`config.mk`:
```
export PLATFORM = sky130hd
export DESIGN_NAME = booth_encode_stage
export DESIGN_NICKNAME = d
export VERILOG_FILES = /design/src/rtl/booth_pkg.sv /design/src/rtl/booth_group_enc.sv /design/src/rtl/booth_encode_stage.sv
export SDC_FILE = /design/constraint.sdc
export NUM_CORES = 1
export LEC_CHECK = 0
export BUFFER_PORTS_ARGS = -buffer_cell sky130_fd_sc_hd__buf_2
export CAP_MARGIN = 20
export CORE_MARGIN = 3
export CORE_UTILIZATION = 35
export CTS_BUF_LIST = sky130_fd_sc_hd__clkbuf_8
export DETAILED_ROUTE_END_ITERATION = 10
export SYNTH_ARGS = -nofsm -noshare
export SYNTH_HDL_FRONTEND = slang
export SYNTH_SLANG_ARGS = --single-unit
```
`constraint.sdc`:
```
create_clock -name clk -period 1.7 [get_ports clk]
set_input_delay 0 -clock clk [delete_from_list [all_inputs] [get_ports clk]]
set_output_delay 0 -clock clk [all_outputs]
set_load 0.005 [all_outputs]
```
`src/rtl/booth_pkg.sv`:
```
// Shared definitions for the radix-4 Booth encoder.
//
// Contents:
//   BoothWidth   - default operand width (even)
//   BoothGroups  - Booth groups / partial products for BoothWidth
//   BoothTagW    - default sideband tag width
//   booth_ctrl_t - per-group select controls {single, double, negate}
//   booth_encode3 - recodes one overlapping 3-bit window into booth_ctrl_t
package booth_pkg;

    localparam int unsigned BoothWidth  = 8;
    localparam int unsigned BoothGroups = BoothWidth / 2;
    localparam int unsigned BoothTagW   = 4;

    // single : partial product is +/-Y
    // double : partial product is +/-2Y
    // negate : partial product is negated (applied downstream)
    typedef struct packed {
        logic single;
        logic double;
        logic negate;
    } booth_ctrl_t;

    // Window {b2, b1, b0} = {x[2i+1], x[2i], x[2i-1]} encodes the digit -2*b2 + b1 + b0.
    // Digit zero (000 and 111) yields all-zero controls, so 111 never asks for a -0.
    function automatic booth_ctrl_t booth_encode3(input logic b2, input logic b1,
                                                  input logic b0);
        booth_ctrl_t ctrl;
        ctrl.single = b1 ^ b0;
        ctrl.double = (b2 & ~b1 & ~b0) | (~b2 & b1 & b0);
        ctrl.negate = b2 & ~(b1 & b0);
        return ctrl;
    endfunction

endpackage

```
`src/rtl/booth_group_enc.sv`:
```
// Radix-4 Booth encoder for one group.
//
// Purely combinational; one instance per Booth group.
//
// Ports:
//   bits_i [2:0] - window {x[2i+1], x[2i], x[2i-1]} (x[-1] tied to 0 by the parent)
//   ctrl_o       - {single, double, negate} controls for this group
module booth_group_enc
    import booth_pkg::*;
(
    input  logic [2:0]  bits_i,
    output booth_ctrl_t ctrl_o
);

    always_comb begin
        ctrl_o = booth_encode3(bits_i[2], bits_i[1], bits_i[0]);
    end

endmodule

```
`src/rtl/booth_encode_stage.sv`:
```
// Radix-4 Booth encoder and operand pipeline for the signed multiplier.
//
// Two-stage elastic pipeline:
//   S1 (capture) registers X, Y and tag on an input handshake.
//   S2 (encode)  registers the per-group Booth controls, Y, the Y == most-negative flag
//                and the tag. All outputs come straight from S2 flops.
// Full throughput with out_ready held high; latency is two cycles from accept to out_valid.
//
// Ports:
//   clk        - clock, rising edge
//   reset      - synchronous active-high reset; drops everything in flight
//   in_valid   - X/Y/tag offered this cycle
//   in_ready   - stage can accept (combinationally depends on out_ready)
//   in_x       - signed multiplier, Booth recoded
//   in_y       - signed multiplicand
//   in_tag     - sideband tag, passed through unchanged
//   out_valid  - encoded result valid
//   out_ready  - downstream accepts
//   out_single - bit i: group i selects +/-Y
//   out_double - bit i: group i selects +/-2Y
//   out_negate - bit i: group i negates its partial product
//   out_y      - registered multiplicand aligned with the controls
//   out_ymin   - out_y is the most negative value (100..0)
//   out_tag    - tag aligned with the controls
module booth_encode_stage
    import booth_pkg::*;
#(
    parameter  int unsigned WIDTH  = BoothWidth,
    parameter  int unsigned TAG_W  = BoothTagW,
    localparam int unsigned GROUPS = WIDTH / 2
) (
    input  logic              clk,
    input  logic              reset,

    input  logic              in_valid,
    output logic              in_ready,
    input  logic [WIDTH-1:0]  in_x,
    input  logic [WIDTH-1:0]  in_y,
    input  logic [TAG_W-1:0]  in_tag,

    output logic              out_valid,
    input  logic              out_ready,
    output logic [GROUPS-1:0] out_single,
    output logic [GROUPS-1:0] out_double,
    output logic [GROUPS-1:0] out_negate,
    output logic [WIDTH-1:0]  out_y,
    output logic              out_ymin,
    output logic [TAG_W-1:0]  out_tag
);

    // Odd widths would leave a dangling multiplier bit outside every group.
    if ((WIDTH % 2) != 0 || WIDTH < 2) begin : gen_width_check
        $error("booth_encode_stage: WIDTH must be even and at least 2");
    end

    localparam logic [WIDTH-1:0] YMinValue = {1'b1, {(WIDTH - 1){1'b0}}};

    // ------------------------------------------------------------------
    // Handshake / advance control
    // ------------------------------------------------------------------
    logic v1_q, v1_d;
    logic v2_q, v2_d;
    logic s2_free;
    logic s2_load;
    logic s1_accept;

    // S2 can take a new entry when empty or when its current entry leaves this cycle.
    assign s2_free   = ~v2_q | out_ready;
    assign s2_load   = v1_q & s2_free;
    assign in_ready  = ~v1_q | s2_free;
    assign s1_accept = in_valid & in_ready;

    // ------------------------------------------------------------------
    // Stage S1: captured operands
    // ------------------------------------------------------------------
    logic [WIDTH-1:0] x1_q, x1_d;
    logic [WIDTH-1:0] y1_q, y1_d;
    logic [TAG_W-1:0] tag1_q, tag1_d;

    // ------------------------------------------------------------------
    // Booth recoding of the S1 multiplier
    // ------------------------------------------------------------------
    // x[-1] = 0 is appended below bit 0 so group i reads x_ext[2i+2:2i].
    logic [WIDTH:0]                  x_ext;
    booth_ctrl_t [GROUPS-1:0]        grp_ctrl;
    logic [GROUPS-1:0]               enc_single;
    logic [GROUPS-1:0]               enc_double;
    logic [GROUPS-1:0]               enc_negate;

    assign x_ext = {x1_q, 1'b0};

    for (genvar g = 0; g < GROUPS; g++) begin : gen_group
        booth_group_enc u_group_enc (
            .bits_i (x_ext[2*g+2 -: 3]),
            .ctrl_o (grp_ctrl[g])
        );
    end

    // Regroup the per-group structs into per-control vectors for the output ports.
    always_comb begin
        enc_single = '0;
        enc_double = '0;
        enc_negate = '0;
        for (int unsigned g = 0; g < GROUPS; g++) begin
            enc_single[g] = grp_ctrl[g].single;
            enc_double[g] = grp_ctrl[g].double;
            enc_negate[g] = grp_ctrl[g].negate;
        end
    end

    // ------------------------------------------------------------------
    // Stage S2: encoded controls and aligned operand
    // ------------------------------------------------------------------
    logic [GROUPS-1:0] single_q, single_d;
    logic [GROUPS-1:0] double_q, double_d;
    logic [GROUPS-1:0] negate_q, negate_d;
    logic [WIDTH-1:0]  y2_q, y2_d;
    logic              ymin_q, ymin_d;
    logic [TAG_W-1:0]  tag2_q, tag2_d;

    // ------------------------------------------------------------------
    // Next-state logic
    // ------------------------------------------------------------------
    always_comb begin
        v1_d   = v1_q;
        x1_d   = x1_q;
        y1_d   = y1_q;
        tag1_d = tag1_q;

        // A fresh accept wins over the move-out, so a full pipe shifts without a bubble.
        if (s1_accept) begin
            v1_d   = 1'b1;
            x1_d   = in_x;
            y1_d   = in_y;
            tag1_d = in_tag;
        end else if (s2_load) begin
            v1_d   = 1'b0;
        end
    end

    always_comb begin
        v2_d     = v2_q;
        single_d = single_q;
        double_d = double_q;
        negate_d = negate_q;
        y2_d     = y2_q;
        ymin_d   = ymin_q;
        tag2_d   = tag2_q;

        if (s2_load) begin
            v2_d     = 1'b1;
            single_d = enc_single;
            double_d = enc_double;
            negate_d = enc_negate;
            y2_d     = y1_q;
            ymin_d   = (y1_q == YMinValue);
            tag2_d   = tag1_q;
        end else if (out_ready) begin
            // Entry consumed with nothing behind it; data is left as-is, only valid drops.
            v2_d     = 1'b0;
        end
    end

    // ------------------------------------------------------------------
    // State
    // ------------------------------------------------------------------
    always_ff @(posedge clk) begin
        if (reset) begin
            v1_q     <= 1'b0;
            x1_q     <= '0;
            y1_q     <= '0;
            tag1_q   <= '0;
            v2_q     <= 1'b0;
            single_q <= '0;
            double_q <= '0;
            negate_q <= '0;
            y2_q     <= '0;
            ymin_q   <= 1'b0;
            tag2_q   <= '0;
        end else begin
            v1_q     <= v1_d;
            x1_q     <= x1_d;
            y1_q     <= y1_d;
            tag1_q   <= tag1_d;
            v2_q     <= v2_d;
            single_q <= single_d;
            double_q <= double_d;
            negate_q <= negate_d;
            y2_q     <= y2_d;
            ymin_q   <= ymin_d;
            tag2_q   <= tag2_d;
        end
    end

    // ------------------------------------------------------------------
    // Outputs: S2 flops only
    // ------------------------------------------------------------------
    assign out_valid  = v2_q;
    assign out_single = single_q;
    assign out_double = double_q;
    assign out_negate = negate_q;
    assign out_y      = y2_q;
    assign out_ymin   = ymin_q;
    assign out_tag    = tag2_q;

endmodule

```
== After elaboration in Yosys (flattened, before gate mapping) ==
Cells that the tools add are included.

* Register bits after elaboration: 47
* Input bits: 24
* Word-level logic and storage cells: 60

* Reduce and logical (&&, ||, !) cells: 2
* Eq/ne operators: 1
* Mux-type cells: 4
* Bitwise operators: 42

{| class="wikitable"
|+ Operators with widths
! kind !! number
|-
| $and A1 B1 Y1 || 21
|-
| $not A1 Y1 || 13
|-
| $eq A8 B8 Y1 const B || 1
|-
| $or A1 B1 Y1 || 5
|-
| $mux W1 || 4
|-
| $reduce_bool A2 Y1 || 2
|-
| $xor A1 B1 Y1 || 3
|}

== Depth between registers and ports, before layout ==
Gate-level depths: netlist of the first run.

* Word-level depth: 5
* Gate-level depth with buffers: 5
* Mapped depth without buffers: 3

== Hierarchy ==
Synthesis of the first run repeated with hierarchy kept, for this count alone.

* Cell total of the unflattened synthesis: 233
* Area, all modules: 2147.1 µm²

{| class="wikitable"
|+ By module, submodules not included
! module !! instances !! seq. area each (µm²) !! area each (µm²) !! cells an instance
|-
| booth_encode_stage || 1 || 940.9 || 1981.9 || 213
|-
| booth_group_enc || 4 || 0.0 || 41.3 || 5
|}

== Worst setup path after synthesis of the first run ==
OpenSTA, ideal clock, no wires.

* Kind: register -> register
* Start point: reg v2_q (netlist: out_valid)
* End point: reg tag1_q[0]
* Required time: 1.628 ns
* Stages on the path, launching flop included: 5
* Slack: 0.627 ns
* Library setup time: 0.072 ns
* Arrival: 1.002 ns
* Path buffers: 1
* Cells stage by stage: dfxtp_1 > nor2b_4 > a21boi_1 > buf_4 > mux2i_1

* Word-level cells in the longest chain between the ends: 4

{| class="wikitable"
|+ RTL lines
! element !! RTL line !! text
|-
| start, declared || booth_encode_stage.sv:62 || <nowiki>logic v2_q, v2_d;</nowiki>
|-
| start signal, assigned || booth_encode_stage.sv:185 || <nowiki>v2_q <= v2_d;</nowiki>
|-
| $not A1 Y1 || booth_encode_stage.sv:68 || <nowiki>assign s2_free = ~v2_q | out_ready;</nowiki>
|-
| $or A1 B1 Y1 || booth_encode_stage.sv:68 ||
|-
| $or A1 B1 Y1 || booth_encode_stage.sv:70 || <nowiki>assign in_ready = ~v1_q | s2_free;</nowiki>
|-
| $and A1 B1 Y1 || booth_encode_stage.sv:71 || <nowiki>assign s1_accept = in_valid & in_ready;</nowiki>
|-
| end signal, assigned || booth_encode_stage.sv:184 || <nowiki>tag1_q <= tag1_d;</nowiki>
|-
| end, declared || booth_encode_stage.sv:78 || <nowiki>logic [TAG_W-1:0] tag1_q, tag1_d;</nowiki>
|}

No other way between the ends.
A chain may end at the register's enable or synchronous reset.

== Worst setup path in the final report of the first run ==
* Start point: reg v2_q (netlist: out_valid)
* End point: out in_ready

* Word-level cells in the longest chain between the ends: 3

{| class="wikitable"
|+ RTL lines
! element !! RTL line !! text
|-
| $not A1 Y1 || booth_encode_stage.sv:68 ||
|-
| $or A1 B1 Y1 || booth_encode_stage.sv:68 ||
|-
| $or A1 B1 Y1 || booth_encode_stage.sv:70 ||
|-
| end, declared || booth_encode_stage.sv:36 || <nowiki>output logic in_ready,</nowiki>
|}

No other way between the ends.

==> results of run 1 <==
[cells by family after synthesis]
| family | after synthesis | synth area share [%] |
|---|---|---|
| AO/OA/AOI/OAI | 55 | 14.04 |
| AND/OR/NAND/NOR | 75 | 22.87 |
| flip-flops | 47 | 46.11 |
| adder cells (fa/ha/maj) | 3 | 1.840 |
| buffers and inverters | 20 | 5.334 |
| multiplexers | 20 | 9.810 |
[stage by stage]
stage | power, mW | worst slack [ns] | std cells | cell area [sq um]
5_1_grt | 2.238 | 0.2579 | 361 | 2655
4_1_cts | 2.152 | 0.3438 | 361 | 2655
2_1_floorplan | 1.369 | 0.6268 | 220 | 2041
3_3_place_gp | 1.461 | 0.5496 | 332 | 2360
6_report | 2.125 | 0.3564 | 361 | 2655
3_5_place_dp | 1.465 | 0.5164 | 332 | 2360
[power by group]
part | switching (mW) | internal, mW
logic | 0.126 | 0.152
registers | 0.0426 | 1.15
clock network | 0.368 | 0.282
total | 0.537 | 1.59
[synthesized netlist by cell type]
cell      number  area share [%]
and3b_1        1            0.43
nor2_1         4            0.74
or2b_1         1            0.37
nor4_1         1            0.31
nand4b_1       4             1.7
nand3b_1       1            0.37
or3b_1         1            0.43
a211oi_1       2            0.74
ha_1           3             1.8
buf_6          1            0.55
nand4_1        1            0.31
buf_2          9             2.2
and3b_2        1            0.49
clkbuf_1       5            0.92
a311oi_1       1            0.43
a21oi_1       29             7.1
nor4b_1        1            0.43
o21ai_0       22             5.4
buf_4          4             1.5
nand2_1        1            0.18
nor2b_4        1            0.67
dfxtp_1       47              46
nand3_1       17             4.2
a21boi_1       1            0.37
inv_1          1            0.18
nand2b_1      40              12
mux2i_1       20             9.8
[worst register-to-register path, delay by kind of cell, from the launching register on]
kind	cells	cell delay [ns]
buffers and inverters	1	0.27
DFF	1	0.33
and+or+nand+nor	2	0.41
AOI/OAI and AO/OA	1	0.13
[cell type report]
| cell class | instances | area (sq um) | share of cell area (%) |
|---|---|---|---|
| inverter | 1 | 3.754 | 0.1414 |
| tap | 72 | 90.09 | 3.393 |
| clock buffer | 5 | 68.82 | 2.592 |
| sequential | 47 | 940.9 | 35.44 |
| clock inverter | 3 | 16.27 | 0.6126 |
| timing repair buffer | 80 | 540.5 | 20.36 |
| multi-input combinational | 153 | 994.7 | 37.46 |
[placed cells by master, fill, tap and decap left out, types with 3 or more instances in the layout]
cell type      count
buf_2             50
dfxtp_1           47
nand2b_1          40
a21oi_1           29
o21ai_0           22
dlygate4sd3_1     21
mux2i_1           20
nand3_1           17
buf_4              8
clkbuf_8           5
nor2_1             4
nand4b_1           4
ha_1               3
[final timing paths]
check,start,to,cells after the start,slack (ns)
max,out_valid,in_ready,4,0.36
max reg2reg,out_valid,out_y[1],4,0.51
min reg2reg,out_negate[0],out_negate[0],2,0.47
min,out_ready,out_negate[2],4,0.11
[state kept, by name (all words and copies together), names as in the netlist]
name and count:
tag1_q 4, out_ymin 1, v1_q 1, out_negate 4, out_double 4, out_y 8, out_tag 4, x1_q 8
out_single 4, out_valid 1, y1_q 8
[per-layer routing]
metal / part of all wire, % / wire, um
met4: 0.85 / 39
met2: 42 / 1909
met5: 0 / 0
met3: 5.2 / 238
met1: 52 / 2400
==> results by group, run 1 <==
Setup path
  – Crit path buffers/inverters: 2
  – Worst-path cell chain: nor2b_4 -> buf_4 -> nand2_1 -> buf_2
  – Crit-path max cell delay: 0.35 ns
  – Worst Setup End Kind: output port
  – Crit-path max FO: 20
  – CP Data Arrival Time: between 1 and 1.5 ns
  – Delay-heaviest family, CP: buffers and inverters
  – Worst Path Required: ~1.7 ns
  – Startpoint Class: register
  – Slowest-stage cell, CP: dfxtp_1
  – CP Class: register to output port

Global route
  – Pin count of the biggest net entering global routing: around 50
  – Global route overflow: 0
  – Vias in the first global route: 1513
  – Total track usage: about 14%
  – Most Crowded Layer GR: met1
  – Routing usage on met3: 3.688%
  – Met2 Usage GRT: 18.83%
  – Met1 GRT Util: 22.58%
  – Antenna violations before repair: 0
  – Global-route wire length before repair: 7534 um

Power
  – Power Density: roughly 800 nW/um^2
  – Leakage: 1.123 nW
  – Maximum vdd drop: 305.9 uV

Floorplanning
  – Die height: 82.36 um
  – IO Pins: 51
  – Core area: roughly 5600 sq um
  – Die X: around 82 um
  – Die area: ~6800 sq um
  – Num rows: 27
  – Starting Density: ~37%

Job
  – Max-cap viol count: 0

Finish
  – NumNets Final: 315
  – Fill count: 562
  – Ant. Diodes: 0
  – Syn-to-layout area delta: 30.10%
  – Core Util, Final: 47.63%
  – Layout cells sized above 1: 23.88%

Detailed routing
  – DR vias: 1694
  – Drt drc: 0
  – WL final: approximately 4600 um
  – WL/cell: 12.71 um
  – Initial DRC count: 138
  – DRT Pass-1 Iters: 4
  – Final ANT Viol Nets: 0
  – Vias per cell: 4.693

STA
  – Relative slew slack: 56.90%
  – RSZ-0062 raised after global routing: no
  – Clk_skew: 0.005114 ns
  – Final setup vio count: 0
  – Number of hold violations in the final report: 0
  – Max Fclk: 744.2 MHz
  – Min Tclk post-route: ~1.3 ns
  – Slew Limit Fails: 0
  – Final period utilization: 79.04%
  – Tightest Pin Transition: 0.6464 ns
  – Setup TNS: 0 ns
  – Hold Slack: ~0.11 ns

Place
  – Post-detail-place hpwl: 3231 um
  – GP Congestion: 0.8057
  – Port bufs: 50

Clock network
  – Setup Buffers After CTS: 0
  – CTS tree: built
  – CTS Buf Count: 5
  – H-tree Lvls: 2
  – Latest clock arrival within the worst-skew pair: between 0.2 and 0.3 ns
  – CTS Sinks: 47
  – Clock-pin slew on the worst setup and hold paths: 0.08 ns
  – Clock Root Buffer: clkbuf_8
  – Clk buf depth: 2
  – CTS Hold Bufs: 21
  – Resized Gates After CTS: 0

Logic synthesis
  – Avg Inst Size Synth: 9.276 sq um
  – Register area share after synthesis: ~46%
  – Syn. warnings: 0
  – Syn Nets: 247
  – Post-synthesis cell type count: 27
  – Syn Inst Count: 220
  – Post-synthesis register bit count: 47
  – Post-synthesis cell area: 2041 sq um

Status
  – Status: completed

Min path
  – Class of the worst hold path: primary input to register
(Power assumes the default switching activity.)
==> run 2: changes to the inputs <==
- ABC_AREA: unset -> 1
- clock period: 1.7 -> 1.3 ns (I/O delays scaled with it)
==> results by group, run 2 <==
Status
  – Status: completed

Min path
  – Hold Path Depth: 5 (+1)
  – Hold Path Origin: in_y[0]
  – Hold EP: y1_q[0]
  – Class of the worst hold path: primary input to register

Setup path
  – Worst R2R Setup Slack: 0.16 ns (-0.35 ns)
  – Worst Setup End Kind: output port
  – CP Class: register to output port
  – RR Endpoint: x1_q[4]
  – Crit-path max FO: 8 (-60%)
  – CP Data Arrival Time: 1.19 ns (-0.15 ns)
  – Reg2Reg Launch Point: v1_q
  – Startpoint Class: register
  – Worst Path Required: 1.30 ns (-0.40 ns)
  – Critical path startpoint: v1_q
  – R2R cell count: 5 (+1)

Floorplanning
  – Core area: 5270 sq um (-5.5%)
  – Num rows: 26 (-3.7%)
  – IO Pins: 51 (unchanged)
  – Die height: 80.94 um (-1.7%)
  – Die X: 80.94 um (-1.7%)
  – Die area: 6551 sq um (-3.4%)
  – Starting Density: 37.30% (+0.69 points)

STA
  – Number of hold violations in the final report: 0 (unchanged)
  – Final setup vio count: 0 (unchanged)
  – Max Fclk: 838.3 MHz
  – Tightest Pin Transition: 0.3486 ns (-0.2979 ns)
  – Min Tclk post-route: between 1 and 1.5 ns
  – Setup TNS: 0 ns (unchanged)
  – RSZ-0062 raised after global routing: no
  – Slew Limit Fails: 0 (unchanged)
  – Relative slew slack: 76.73% (+20 points)
  – Clk_skew: 0.001906 ns (-0.003207 ns)
  – Final period utilization: 91.76%

Global route
  – Global route overflow: 0 (unchanged)
  – Antenna violations before repair: 0 (unchanged)
  – Total track usage: 14.36% (+0.054 points)
  – Pin count of the biggest net entering global routing: 28 (-43%)
  – Global-route wire length before repair: 7369 um (-2.2%)
  – Vias in the first global route: 1731 (+14%)

Detailed routing
  – DRT Pass-1 Iters: 4 (unchanged)
  – Initial DRC count: 44 (-68%)
  – WL final: 4211 um (-8.2%)
  – WL/cell: 10.30 um (-19%)
  – DR vias: 1780 (+5.1%)
  – Final ANT Viol Nets: 0 (unchanged)
  – Vias per cell: 4.352 (-7.3%)
  – Drt drc: 0 (unchanged)

Power
  – Total power: 2.823 mW (+33%)
  – Clock power frac: 28.0% (-2.6 points)
  – Leakage: 1.266 nW (+13%)
  – Net load switching power: 0.7376 mW (+37%)
  – Seq pwr share: 57.0% (+0.7 points)
  – Net Sw Frac: 26.13% (+0.84 points)
  – Power Density: 1183 nW/um^2 (+48%)
  – Internal power contribution: 2.086 mW (+31%)
  – Maximum vdd drop: 422.1 uV (+38%)
  – Part of the power in combinational logic: 15.0% (+1.9 points)

Finish
  – Most frequent cells in the layout: nor2_1, buf_2, dfxtp_1
  – Fill count: 611 (+8.7%)
  – Reg area: 940.9 sq um (unchanged)
  – Area of the multi-input gates: 805.8 sq um (-19%)
  – NumNets Final: 367 (+17%)
  – Layout cells sized above 1: 19.76% (-4.1 points)
  – Syn-to-layout area delta: 21.39%
  – Commonest non-fill, non-tap cell in the layout: nor2_1
  – Ant. Diodes: 0 (unchanged)

Logic synthesis
  – Compound-Gate Fraction of Synth Area: 6.556% (-7.5 points)
  – Post-synthesis cell type count: 17 (-37%)
  – Top cells by area, synth: dfxtp_1, nor2_1, nand2_1, inv_1, nand3_1
  – Count leader, synth: nor2_1
  – Post-synthesis register bit count: 47 (unchanged)
  – Register area share after synthesis: 47.87% (+1.8 points)
  – Syn Nets: 315 (+28%)
  – Post-synth ARST share: 0% (unchanged)
  – Post-Synth Adder-Cell Area: 1.910% (+0.070 points)
  – Predominant post-synthesis flop cell: dfxtp_1
  – Largest family of logic cells by synthesized area: simple AND/OR/NAND/NOR gates
  – Synth top area share: 47.87% (+1.8 points)
  – Avg Inst Size Synth: 6.825 sq um (-26%)
  – Mux contribution to synthesized area: 0% (-9.8 points)
  – Cell taking the most area after synthesis: dfxtp_1
  – Post-synthesis cell area: 1966 sq um (-3.7%)
  – Post-synth EDFFs: 0 (unchanged)
  – Simple-gate share of the synthesized area: 32.53% (+9.7 points)
  – Syn Inst Count: 288 (+31%)
  – Post-synthesis xor/xnor area fraction: 0% (unchanged)
  – Commonest cells in the netlist: nor2_1, dfxtp_1, nand2_1
  – Syn. warnings: 0 (unchanged)

Clock network
  – Clk buf depth: 2 (unchanged)
  – Setup Buffers After CTS: 0 (unchanged)
  – H-tree Lvls: 2 (unchanged)
  – Latest clock arrival within the worst-skew pair: 0.29 ns (about the same)
  – CTS Sinks: 47 (unchanged)
  – Clock-pin slew on the worst setup and hold paths: 0.08 ns (about the same)
  – CTS tree: built
  – CTS Buf Count: 5 (unchanged)
  – Clock Root Buffer: clkbuf_8

Place
  – Post-detail-place hpwl: 3057 um (-5.4%)
  – Port bufs: 50 (unchanged)
  – GP Congestion: 0.7766 (-3.6%)

Job
  – Max-cap viol count: 0 (unchanged)
run 2: changes by cell type in the layout (fill, tap and decap cells not counted), moves of 3 or more:
cell,before,now
mux2i_1,20,0
o21ai_0,22,1
nand4b_1,4,0
nor2_1,4,90
nor3_1,0,3
dlygate4sd3_1,21,1
a21oi_1,29,5
nand2b_1,40,0
inv_1,2,38
o21ai_1,0,18
nand3_1,17,26
nand2_1,1,40
run 2: worst max-delay path: stages (launching register included):
cell     delay, ns
dfxtp_1       0.43
nand3_1       0.16
buf_4         0.19
buf_2         0.12
run 2: cell type report:
class	count	share of cell area [%]
Sequential cell	47	39.43
Multi-Input combinational cell	188	33.77
Timing Repair Buffer	59	13.95
Inverter	39	6.135
Tap cell	70	3.671
Clock buffer	5	2.884
Clock inverter	1	0.1573
run 2: how the worst max path moves through the flow:
stage,end,slack [ns],cells after the start
final,in_ready,0.11,3
after global routing,x1_q[5],0.002,5
after CTS,in_ready,0.09,3
after detailed placement,y1_q[5],0.17,5
after global placement,out_double[3],0.18,6
after floorplan,tag1_q[0],0.24,6
run 2: cell families after synthesis:
family | after synthesis
AOI/OAI and AO/OA | 25
adders and majority gates | 3
DFF | 47
and+or+nand+nor | 160
buffers and inverters | 53
run 2: through the flow:
step / instance area (sq um) / cells / util, % / hold WS, ns / setup WS, ns
2_1_floorplan: 1966 / 288 / - / 0.06907 / 0.2447
3_3_place_gp: 2303 / 402 / 43.71 / 0.2381 / 0.1785
3_5_place_dp: 2303 / 402 / 43.71 / 0.2369 / 0.1698
4_1_cts: 2386 / 409 / 45.28 / 0.02935 / 0.09040
5_1_grt: 2386 / 409 / 45.28 / 0.05979 / 0.001903
6_report: 2386 / 409 / 45.28 / 0.03432 / 0.1071
run 2: layer usage:
| metal | track usage, % | up-vias | share of wire (%) |
|---|---|---|---|
| li1 | - | 974 | - |
| met1 | 16.53 | 758 | 47 |
| met2 | 25.37 | 41 | 46 |
| met3 | 2.882 | 7 | 4.7 |
| met4 | 6.757 | 0 | 1.9 |
| met5 | 0 | - | 0 |
run 2: repair_timing:
action                    in CTS  in global routing
resized for setup              0                  0
hold buffers                   1                  0
hold endpoints to repair       4                  0
run 2: power by group through the flow:
stage / sequential [mW] / combinational, mW / clock (mW)
floorplan: 1.64 / 0.268 / 0
global placement: 1.64 / 0.421 / 0
detailed placement: 1.65 / 0.427 / 0
CTS: 1.61 / 0.431 / 0.831
global route: 1.63 / 0.496 / 0.884
finish: 1.61 / 0.423 / 0.790
==> run 3: changes to the inputs <==
- BUFFER_PORTS_ARGS: -buffer_cell sky130_fd_sc_hd__buf_2 -> unset
- DONT_BUFFER_PORTS: unset -> 1
==> results by group, run 3 (synthesis results as in run 2) <==
Detailed routing
  – Drt drc: 0 (unchanged)
  – WL final: 4134 um (-1.8%)
  – Initial DRC count: 84 (+91%)
  – DR vias: 1627 (-8.6%)
  – DRT Pass-1 Iters: 4 (unchanged)
  – WL/cell: 11.52 um (+12%)
  – Vias per cell: 4.532 (+4.1%)
  – Final ANT Viol Nets: 0 (unchanged)

Setup path
  – Worst Path Required: 1.49 ns (+0.19 ns)
  – Crit-path max FO: 20 (+12)
  – CP Class: register to register
  – Startpoint Class: register
  – Worst Setup End Kind: register
  – CP Data Arrival Time: 1.34 ns (+0.15 ns)

Floorplanning
  – Starting Density: 37.30% (unchanged)
  – Die X: 80.94 um (unchanged)
  – Die area: 6551 sq um (unchanged)
  – Num rows: 26 (unchanged)
  – Core area: 5270 sq um (unchanged)
  – IO Pins: 51 (unchanged)
  – Die height: 80.94 um (unchanged)

Clock network
  – Clock-pin slew on the worst setup and hold paths: 0.08 ns (about the same)
  – Clock Root Buffer: clkbuf_8
  – CTS Hold Bufs: 1 (unchanged)
  – Latest clock arrival within the worst-skew pair: 0.29 ns (about the same)
  – CTS Sinks: 47 (unchanged)
  – H-tree Lvls: 2 (unchanged)
  – CTS tree: built
  – CTS Buf Count: 5 (unchanged)
  – Clk buf depth: 2 (unchanged)

Power
  – Leakage: 1.043 nW (-18%)
  – Power Density: 1295 nW/um^2 (+9.4%)
  – Maximum vdd drop: 484.1 uV (+15%)

Finish
  – Reg area: 942.2 sq um (+0.13%)
  – Ant. Diodes: 0 (unchanged)
  – Commonest non-fill, non-tap cell in the layout: nor2_1
  – Area of the multi-input gates: 805.8 sq um (unchanged)
  – Syn-to-layout area delta: 9.039%
  – Most frequent cells in the layout: nor2_1, dfxtp_1, nand2_1
  – Layout cells sized above 1: 5.882% (-14 points)
  – NumNets Final: 315 (-14%)
  – Fill count: 582 (-4.7%)

Global route
  – Antenna violations before repair: 0 (unchanged)
  – Vias in the first global route: 1606 (-7.2%)
  – Total track usage: 14.00% (-0.36 points)
  – Global-route wire length before repair: 7148 um (-3.0%)
  – Global route overflow: 0 (unchanged)
  – Pin count of the biggest net entering global routing: 44 (+57%)

STA
  – Number of hold violations in the final report: 21 (+21)
  – Relative slew slack: 73.37% (-3.4 points)
  – Final period utilization: 88.53% (-3.2 points)
  – Max Fclk: 868.9 MHz (+3.7%)
  – Tightest Pin Transition: 0.3995 ns (+0.05095 ns)
  – Min Tclk post-route: 1.151 ns (-0.04207 ns)
  – Final setup vio count: 0 (unchanged)
  – Clk_skew: 0.003239 ns (+0.001333 ns)
  – Hold Slack: -0.1103 ns (-0.1446 ns)
  – Slew Limit Fails: 0 (unchanged)
  – Setup ws final: 0.1491 ns (+0.04207 ns)
  – Setup TNS: 0 ns (unchanged)
  – RSZ-0062 raised after global routing: no

Place
  – Pre-CTS WS: 0.1383 ns (-0.03147 ns)
  – Port bufs: 0 (-100%)
  – Post-detail-place hpwl: 2833 um (-7.3%)
  – GP Congestion: 0.7653 (-1.5%)

Status
  – Status: complete, but fails checks
  – Violated checks: negative hold slack

Min path
  – Class of the worst hold path: primary input to register

Job
  – Max-cap viol count: 0 (unchanged)
-- run 3: cell types whose count changed in the layout (fill, tap and decap cells not counted), sizes merged --
| cell | before | now |
|---|---|---|
| buf | 58 | 6 |
| inv | 40 | 41 |
| clkinv | 0 | 1 |
-- run 3: area by class of cell --
type                       instances  share of cell area (%)
sequential                        47                   43.96
multi-input combinational        188                   37.59
inverter                          39                   6.830
tap                               70                   4.086
timing repair buffer               7                   3.736
clock buffer                       5                   3.211
clock inverter                     3                  0.5838
-- run 3: worst paths after layout --
kind	startpoint	endpoint	slack, ns	cells after the start
worst min register to register	tag1_q[2]	tag1_q[2]	0.48	2
worst min-delay path	in_valid	v1_q	-0.11	2
worst max register to register	out_valid	x1_q[2]	0.15	5
worst max-delay path	out_valid	x1_q[2]	0.15	5
-- run 3: where the power goes --
part           switching (mW)  internal [mW]
Sequential             0.0838           1.55
Clock                   0.465          0.362
Combinational           0.186          0.133
-- run 3: what timing repair did --
action                                  in CTS  in global routing
hold endpoints to repair                    24                 21
setup buffers                                0                  0
endpoints found under the setup margin       0                  1
resized for setup                            0                  1
-- run 3: worst max-delay path, stage by stage (launching register included) --
cell	delay (ns)
dfxtp_1	0.41
nand3_1	0.16
nand2_1	0.13
inv_2	0.15
nor2_1	0.15
nor2_1	0.06
-- run 3: metal layers --
layer	wire (um)	GRT usage [%]	up-vias
li1	-	-	874
met1	1881	16.89	707
met2	1941	23.40	42
met3	254	3.659	4
met4	57	6.081	0
met5	0	0	-
-- run 3: per-stage QoR --
stage	instances	hold slack, ns	cell area [sq um]	utilization [%]	power [mW]
final	359	-0.1103	2143	40.67	2.775
after global routing	359	-0.1117	2143	40.67	2.956
after CTS	359	-0.1242	2142	40.65	2.836
after detailed placement	350	0.07329	2051	38.91	1.989
after global placement	350	0.07227	2051	38.91	1.980
after floorplan	288	0.06907	1966	-	1.911
